### src/rtl/sp_link_ctrl.sv
// Serial-parallel link controller: comma-based alignment, payload forwarding,
// loss-of-sync detection and a saturating error counter.
module sp_link_ctrl #(
  parameter logic [7:0] COMMA    = 8'hBC,
  parameter int         SYNC_CNT = 4,
  parameter int         LOSS_CNT = 3
) (
  input  logic       clk_4f,
  input  logic       reset_L,
  input  logic       enable,
  input  logic [7:0] data_in,
  input  logic       valid_in,
  output logic [7:0] data_out,
  output logic       valid_out,
  output logic       active,
  output logic [1:0] state,
  output logic [7:0] err_count
);

  typedef enum logic [1:0] {
    IDLE   = 2'd0,
    SEARCH = 2'd1,
    ALIGN  = 2'd2,
    ACTIVE = 2'd3
  } state_t;

  localparam logic [3:0] SYNC_N = 4'(SYNC_CNT);
  localparam logic [3:0] LOSS_N = 4'(LOSS_CNT);

  state_t     state_reg, state_next;
  logic [3:0] comma_cnt_reg, comma_cnt_next;
  logic [3:0] miss_cnt_reg, miss_cnt_next;
  logic [7:0] err_cnt_reg, err_cnt_next;
  logic [7:0] data_out_reg, data_out_next;
  logic       valid_out_reg, valid_out_next;

  logic is_comma;
  assign is_comma = valid_in && (data_in == COMMA);

  always_ff @(posedge clk_4f or negedge reset_L) begin
    if (!reset_L) begin
      state_reg     <= IDLE;
      comma_cnt_reg <= 4'd0;
      miss_cnt_reg  <= 4'd0;
      err_cnt_reg   <= 8'd0;
      data_out_reg  <= 8'd0;
      valid_out_reg <= 1'b0;
    end else begin
      state_reg     <= state_next;
      comma_cnt_reg <= comma_cnt_next;
      miss_cnt_reg  <= miss_cnt_next;
      err_cnt_reg   <= err_cnt_next;
      data_out_reg  <= data_out_next;
      valid_out_reg <= valid_out_next;
    end
  end

  always_comb begin
    state_next     = state_reg;
    comma_cnt_next = comma_cnt_reg;
    miss_cnt_next  = miss_cnt_reg;
    err_cnt_next   = err_cnt_reg;
    data_out_next  = data_out_reg;
    valid_out_next = 1'b0;

    if (!enable) begin
      state_next     = IDLE;
      comma_cnt_next = 4'd0;
      miss_cnt_next  = 4'd0;
    end else begin
      case (state_reg)
        IDLE: begin
          state_next     = SEARCH;
          comma_cnt_next = 4'd0;
          miss_cnt_next  = 4'd0;
        end
        SEARCH: begin
          if (is_comma) begin
            state_next     = ALIGN;
            comma_cnt_next = 4'd1;
          end
        end
        ALIGN: begin
          if (is_comma) begin
            if (comma_cnt_reg + 4'd1 == SYNC_N) begin
              state_next     = ACTIVE;
              comma_cnt_next = 4'd0;
              miss_cnt_next  = 4'd0;
            end else begin
              comma_cnt_next = comma_cnt_reg + 4'd1;
            end
          end else begin
            // Any break in the comma run, including an idle cycle, restarts the hunt.
            state_next     = SEARCH;
            comma_cnt_next = 4'd0;
          end
        end
        ACTIVE: begin
          if (valid_in) begin
            miss_cnt_next = 4'd0;
            if (data_in != COMMA) begin
              data_out_next  = data_in;
              valid_out_next = 1'b1;
            end
          end else begin
            if (err_cnt_reg != 8'hFF) begin
              err_cnt_next = err_cnt_reg + 8'd1;
            end
            if (miss_cnt_reg + 4'd1 == LOSS_N) begin
              state_next    = SEARCH;
              miss_cnt_next = 4'd0;
            end else begin
              miss_cnt_next = miss_cnt_reg + 4'd1;
            end
          end
        end
        default: state_next = IDLE;
      endcase
    end
  end

  assign data_out  = data_out_reg;
  assign valid_out = valid_out_reg;
  assign active    = (state_reg == ACTIVE);
  assign state     = state_reg;
  assign err_count = err_cnt_reg;

endmodule

### config.mk
export PLATFORM = sky130hd
export DESIGN_NAME = sp_link_ctrl
export DESIGN_NICKNAME = d
export VERILOG_FILES = /design/src/rtl/sp_link_ctrl.sv
export SDC_FILE = /design/constraint.sdc
export NUM_CORES = 1
export LEC_CHECK = 0
export BUFFER_PORTS_ARGS = -buffer_cell sky130_fd_sc_hd__buf_2
export CAP_MARGIN = 20
export CELL_PAD_IN_SITES_DETAIL_PLACEMENT = 1
export CELL_PAD_IN_SITES_GLOBAL_PLACEMENT = 2
export CORE_MARGIN = 4
export CORE_UTILIZATION = 34
export CTS_CLUSTER_DIAMETER = 200
export DETAILED_ROUTE_END_ITERATION = 10
export PLACE_DENSITY_LB_ADDON = 0.3
export SLEW_MARGIN = 40
export SYNTH_ARGS = -nofsm -noshare
export SYNTH_HDL_FRONTEND = slang
export SYNTH_SLANG_ARGS = --single-unit
### constraint.sdc
create_clock -name clk_4f -period 2.28 [get_ports clk_4f]
set_input_delay 0.114 -clock clk_4f [delete_from_list [all_inputs] [get_ports clk_4f]]
set_output_delay 0.114 -clock clk_4f [all_outputs]
set_load 0.05 [all_outputs]
==> results of run 1 <==
cell families after synthesis:
group | after synthesis | share of synthesized area
compound gates | 25 | 0.1391
xor+xnor | 8 | 0.04722
fa+ha+maj | 9 | 0.07589
buf+inv | 7 | 0.01855
flops | 27 | 0.4553
mux | 11 | 0.08263
simple gates | 43 | 0.1813
cells in the mapped netlist (2+ instances only):
cell type,n
a21oi_1,3
ha_1,9
a21o_1,3
and3_1,3
nand4_1,5
a22o_1,2
inv_1,6
nand2_1,2
nand3_1,8
nor2_1,6
nand2b_1,3
a31oi_1,3
nor3_1,6
mux2_2,10
a21bo_2,2
xor2_1,3
dfrtp_1,27
nand3b_1,2
xnor2_1,5
nor2b_1,2
o21ai_0,2
metrics by stage:
step | setup slack [ns] | cells | instance area [sq um]
2_1_floorplan | 0.05153 | 130 | 1486
3_3_place_gp | 0.2898 | 211 | 1707
3_5_place_dp | 0.2455 | 211 | 1707
4_1_cts | 0.2125 | 216 | 1765
5_1_grt | 0.1166 | 216 | 1765
6_report | 0.2438 | 216 | 1765
final cells by class:
cell class	count	share of cell area
Inverter	6	0.01276
Timing Repair Buffer	33	0.09780
Sequential cell	27	0.3827
Tap cell	50	0.03544
Clock buffer	3	0.02339
Multi-Input combinational cell	96	0.4437
Clock inverter	1	0.004252
power by group through the flow:
stage | Combinational (uW) | Clock [uW] | Sequential, uW
after floorplan | 248 | 0 | 958
after global placement | 744 | 0 | 631
after detailed placement | 760 | 0 | 639
after CTS | 762 | 295 | 630
after global routing | 799 | 312 | 645
final | 752 | 281 | 627
final timing paths:
check,start,endpoint,depth (start not counted)
hold / removal,data_in[0],data_out[0]$_DFFE_PN0P_,2
max in group asynchronous,reset_L,data_out[0]$_DFFE_PN0P_,2
setup reg to reg,comma_cnt_reg[0]$_DFFE_PN0P_,miss_cnt_reg[1]$_DFFE_PN0P_,5
min in group asynchronous,reset_L,state[1]$_DFFE_PN0P_,2
setup / recovery,comma_cnt_reg[0]$_DFFE_PN0P_,miss_cnt_reg[1]$_DFFE_PN0P_,5
hold reg to reg,err_count[7]$_DFFE_PN0P_,err_count[7]$_DFFE_PN0P_,1
critical path, cell delays in order (launching register included):
cell	delay (ns)
dfrtp_1	0.46
ha_1	0.26
and3b_1	0.23
a31oi_1	0.17
o311ai_4	0.43
mux2_2	0.38
layer usage:
metal / vias up / track usage
met5: - / 0
met4: 0 / 0.01811
met3: 2 / 0.03514
met2: 18 / 0.2362
met1: 575 / 0.1669
li1: 552 / -
==> flow_summary_export.csv, run 1 <==
group,metric,value,unit
outcome,outcome,"complete, no violations",
timing,clock_skew,0.004621,ns
clocking,post_cts_buffers,0,
cells_and_area,area_delta_synth_final,18.97,%
clocking,htreeDepth,1,
placed_design,dp_hpwl,2670,microns
synth,synth_top_area_cell,"dfrtp_1",
synth,synth_area_leaders,"dfrtp_1 (46%), ha_1 (7.6%), mux2_2 (7.6%)",
worst_setup_path,rrSetupSlack,0.24,ns
die,ios,32,
route,final_antenna_net_count,0,
die,core,0.004115,sq mm
clocking,numCtsBuffers,3,
power,switching_share,0.4554,
clocking,cts_tree,"built",
power,ir_drop,0.4624,mV
clocking,root_buffer,"clkbuf_8",
synth,synth-main-ff-cell,"dfrtp_1",
timing,whs,0.08080,ns
synth,ys_async_sr_fraction,1.000,
cells_and_area,layout.area.seq,675.6,sq um
worst_setup_path,crit_required,2.44,ns
timing,hold_viol,0,
timing,tightest_slew,0.6037,ns
synth,yosysTopAreaCellShare,0.4553,
job,drv_cap,0,
route,dr_wl_met2,1766,microns
clocking,postCtsHoldBufs,1,
route,drt_pass1_iterations,4,
power,seqPwrFrac,0.378,
timing,fin_crit,2.036,ns
worst_setup_path,cp-end-kind,"flip-flop",
worst_setup_path,cp.arrival,2.20,ns
route,viasPerCell,5.310,
route,wl_per_cell,15.51,microns
die,die_h,74.07,microns
timing,finalSetupViolations,0,
die,start_util,0.3606,
timing,period_share,0.8931,
synth,synthDistinctLibCells,39,
placed_design,gp_congestion,0.7483,
power,p_leak,0.0008996,uW
cells_and_area,drive_gt1_frac,0.3193,
route,drc_errors,0,
global_route,grt_pass1_vias,1223,
power,power.switching,755.9,uW
clocking,clk_path_buf_depth,2,
cells_and_area,finish.utilization,0.4290,
worst_hold_path,hold_class,"input pin to flip-flop",
clocking,clkTransAtPathRegs,0.10,ns
cells_and_area,multi_input_area,783.3,sq um
timing,fin_setup_tns,0,ns
route,wirelength,3350,microns
route,top_layer,"met4",
die,die_width,74.07,microns
route,vias,1147,
route,met1_length,1419,microns
power,p_comb_frac,0.453,
power,powerDensity,940.2,mW/mm^2
timing,fmax,491.1,MHz
die,placementRows,23,
global_route,grt_first_pass_wirelength,5775,microns
clocking,clock-sinks,27,
cells_and_area,mostFrequentLayoutCells,"buf_2 (31), dfrtp_1 (27), mux2_2 (10)",
worst_setup_path,criticalPathCategory,"flip-flop to flip-flop",
synth,synth.net_count,151,
power,p_int,904.0,uW
cells_and_area,n_antenna_cell,0,
clocking,clk_latency,0.27,ns
cells_and_area,fill_cells,478,
synth,synth-edff-count,0,
timing,rsz0062_at_grt,"no",
global_route,track_usage,0.1334,
synth,synth.avg_cell_area,11.41,sq um
power,report.power.total,1660,uW
synth,synth_seq_cells,27,
power,power_frac_clock,0.169,
global_route,antenna_found_initial,0,
die,die_area,0.005486,sq mm
timing,slew_viol_final,0,
worst_setup_path,critPathLaunchType,"flip-flop",
synth,syn_area,0.001484,sq mm
global_route,gr-total-overflow,0,
clocking,ctsResizeCount,0,
synth,syn_inst,130,
timing,slew-limit-headroom,0.5975,
cells_and_area,layout_commonest_cell,"buf_2",
route,drtIter0Drc,46,
synth,ys_seq_area_frac,0.4553,
placed_design,port_buffers,31,
synth,synth_warnings,0,
worst_setup_path,critPathMaxFanout,7,
global_route,grt_max_degree,28,
cells_and_area,nets,188,
route,met3_length,151,microns
Power figures use the tool's default switching activity.
==> run 2: changes to the inputs <==
--- a/config.mk
+++ b/config.mk
@@ -14,2 +14,3 @@
 export CTS_CLUSTER_DIAMETER = 200
+export CTS_CLUSTER_SIZE = 30
 export DETAILED_ROUTE_END_ITERATION = 10
==> constraint.sdc (replaced) <==
create_clock -name clk_4f -period 2.28 [get_ports clk_4f]
set_input_delay 0.228 -clock clk_4f [delete_from_list [all_inputs] [get_ports clk_4f]]
set_output_delay 0.228 -clock clk_4f [all_outputs]
set_load 0.05 [all_outputs]
==> run 2 against run 1 <==
Effect of this change: sequential share of layout area stayed put; sequential power hardly changed; cell count unchanged; worst setup slack got worse by 0.029 ns; first-iteration DRC count down 52%; register-to-register slack worse by 0.03 ns; count of clock-buffer cells in the layout unchanged; routed wire length is 0.69% higher; critical path type unchanged; highest routed layer unchanged.
==> flow_summary_export.csv, run 2 (same netlist as run 1, synthesis figures left out) <==
group,metric,value,unit
die,die_width,74.07,microns
worst_setup_path,critPathMaxFanout,7,
timing,rsz0062_at_grt,"no",
clocking,ctsResizeCount,0,
timing,slew-limit-headroom,0.5931,
clocking,root_buffer,"clkbuf_8",
power,powerDensity,940.2,mW/mm^2
placed_design,dp_hpwl,2609,microns
route,final_antenna_net_count,0,
worst_setup_path,cpPeakStageDelay,0.46,ns
worst_setup_path,cp-end-kind,"flip-flop",
die,placementRows,23,
die,die_h,74.07,microns
worst_setup_path,crit_required,2.45,ns
global_route,grt_pass1_vias,1245,
route,wl_per_cell,15.62,microns
route,drc_errors,0,
route,viasPerCell,5.310,
global_route,grt_first_pass_wirelength,5692,microns
placed_design,place_ws,0.2331,ns
clocking,clk_latency,0.27,ns
timing,setup_ws,0.2152,ns
cells_and_area,area_delta_synth_final,18.97,%
worst_setup_path,path_cells,"ha_1 -> and3b_1 -> a31oi_1 -> nand4_1 -> o31ai_2 -> mux2_2",
route,drt_pass1_iterations,4,
worst_setup_path,critPathLaunchType,"flip-flop",
outcome,outcome,"complete, no violations",
timing,clock_skew,0.003964,ns
cells_and_area,layout_commonest_cell,"buf_2",
power,p_leak,0.0008996,uW
cells_and_area,nets,188,
clocking,cts_tree,"built",
worst_setup_path,cp_slowest_cell,"dfrtp_1",
timing,hold_viol,0,
timing,fin_crit,2.065,ns
cells_and_area,mostFrequentLayoutCells,"buf_2 (31), dfrtp_1 (27), mux2_2 (10)",
power,report.power.total,1660,uW
route,wirelength,3373,microns
worst_setup_path,crit_family,"compound AO/OA/AOI/OAI gates",
placed_design,port_buffers,31,
route,vias,1147,
die,start_util,0.3606,
global_route,antenna_found_initial,0,
timing,whs,0.1926,ns
timing,fmax,484.3,MHz
worst_setup_path,worst-path-buf-inv,0,
worst_setup_path,criticalPathCategory,"flip-flop to flip-flop",
clocking,numCtsBuffers,3,
global_route,grt_max_degree,28,
route,drtIter0Drc,22,
global_route,gr-total-overflow,0,
placed_design,gp_congestion,0.6948,
cells_and_area,n_antenna_cell,0,
timing,tightest_slew,0.6104,ns
timing,fin_setup_tns,0,ns
clocking,clk_path_buf_depth,2,
clocking,clock-sinks,27,
clocking,clkTransAtPathRegs,0.10,ns
global_route,track_usage,0.1310,
timing,slew_viol_final,0,
timing,period_share,0.9056,
power,ir_drop,0.5593,mV
clocking,htreeDepth,1,
die,die_area,0.005486,sq mm
worst_setup_path,cp.arrival,2.23,ns
worst_hold_path,hold_class,"input pin to flip-flop",
die,ios,32,
timing,finalSetupViolations,0,
job,drv_cap,0,
die,core,0.004115,sq mm
cells_and_area,drive_gt1_frac,0.3193,
## run 2: cell counts in the layout (fill, tap and decap cells not counted)
Identical to the previous run, type by type.
## run 2: routing by layer
| layer | vias up | GRT usage | wire length (microns) |
|---|---|---|---|
| met1 | 571 | 0.1648 | 1435 |
| li1 | 554 | - | - |
| met2 | 18 | 0.2234 | 1746 |
| met3 | 4 | 0.02838 | 154 |
| met4 | 0 | 0.04225 | 36 |
| met5 | - | 0 | 0 |
## run 2: repair_timing
item | 4_1_cts | 5_1_grt
endpoints found under the setup margin | 0 | 0
hold endpoints to repair | 27 | 0
buffers inserted | 0 | 0
hold buffers | 1 | 0
## run 2: area by class of cell
type | instances | area [sq um]
inverter | 6 | 22.52
fill | 478 | 2350
tap | 50 | 62.56
multi-input combinational | 96 | 783.3
sequential | 27 | 675.6
timing repair buffer | 33 | 172.7
clock inverter | 1 | 7.507
clock buffer | 3 | 41.29
## run 2: where the power goes
group          internal (uW)  switching, uW
registers                569           59.0
logic                    211            542
clock network            124            155
## run 2: worst register-to-register path, delay by kind of cell, from the launching register on
family | cells | cell delay [ns]
compound gates | 2 | 0.50
fa+ha+maj | 1 | 0.26
flops | 1 | 0.46
mux | 1 | 0.38
simple gates | 2 | 0.36
## run 2: worst paths after layout
kind	start	cells past startpoint	slack, ns	endpoint
worst max-delay path	comma_cnt_reg[0]$_DFFE_PN0P_	6	0.22	state[1]$_DFFE_PN0P_
worst min-delay path	data_in[0]	2	0.19	data_out[0]$_DFFE_PN0P_
worst max register to register	comma_cnt_reg[0]$_DFFE_PN0P_	6	0.22	state[1]$_DFFE_PN0P_
worst min register to register	err_count[7]$_DFFE_PN0P_	1	0.50	err_count[7]$_DFFE_PN0P_
max in group asynchronous	reset_L	2	1.38	err_count[0]$_DFFE_PN0P_
min in group asynchronous	reset_L	2	0.49	state[0]$_DFFE_PN0P_
## run 2: metrics by stage
step                      instance area (sq um)  std cells    util
after floorplan                            1486        130       -
after global placement                     1707        211  0.4147
after detailed placement                   1707        211  0.4147
after CTS                                  1765        216  0.4290
after global routing                       1765        216  0.4290
final                                      1765        216  0.4290
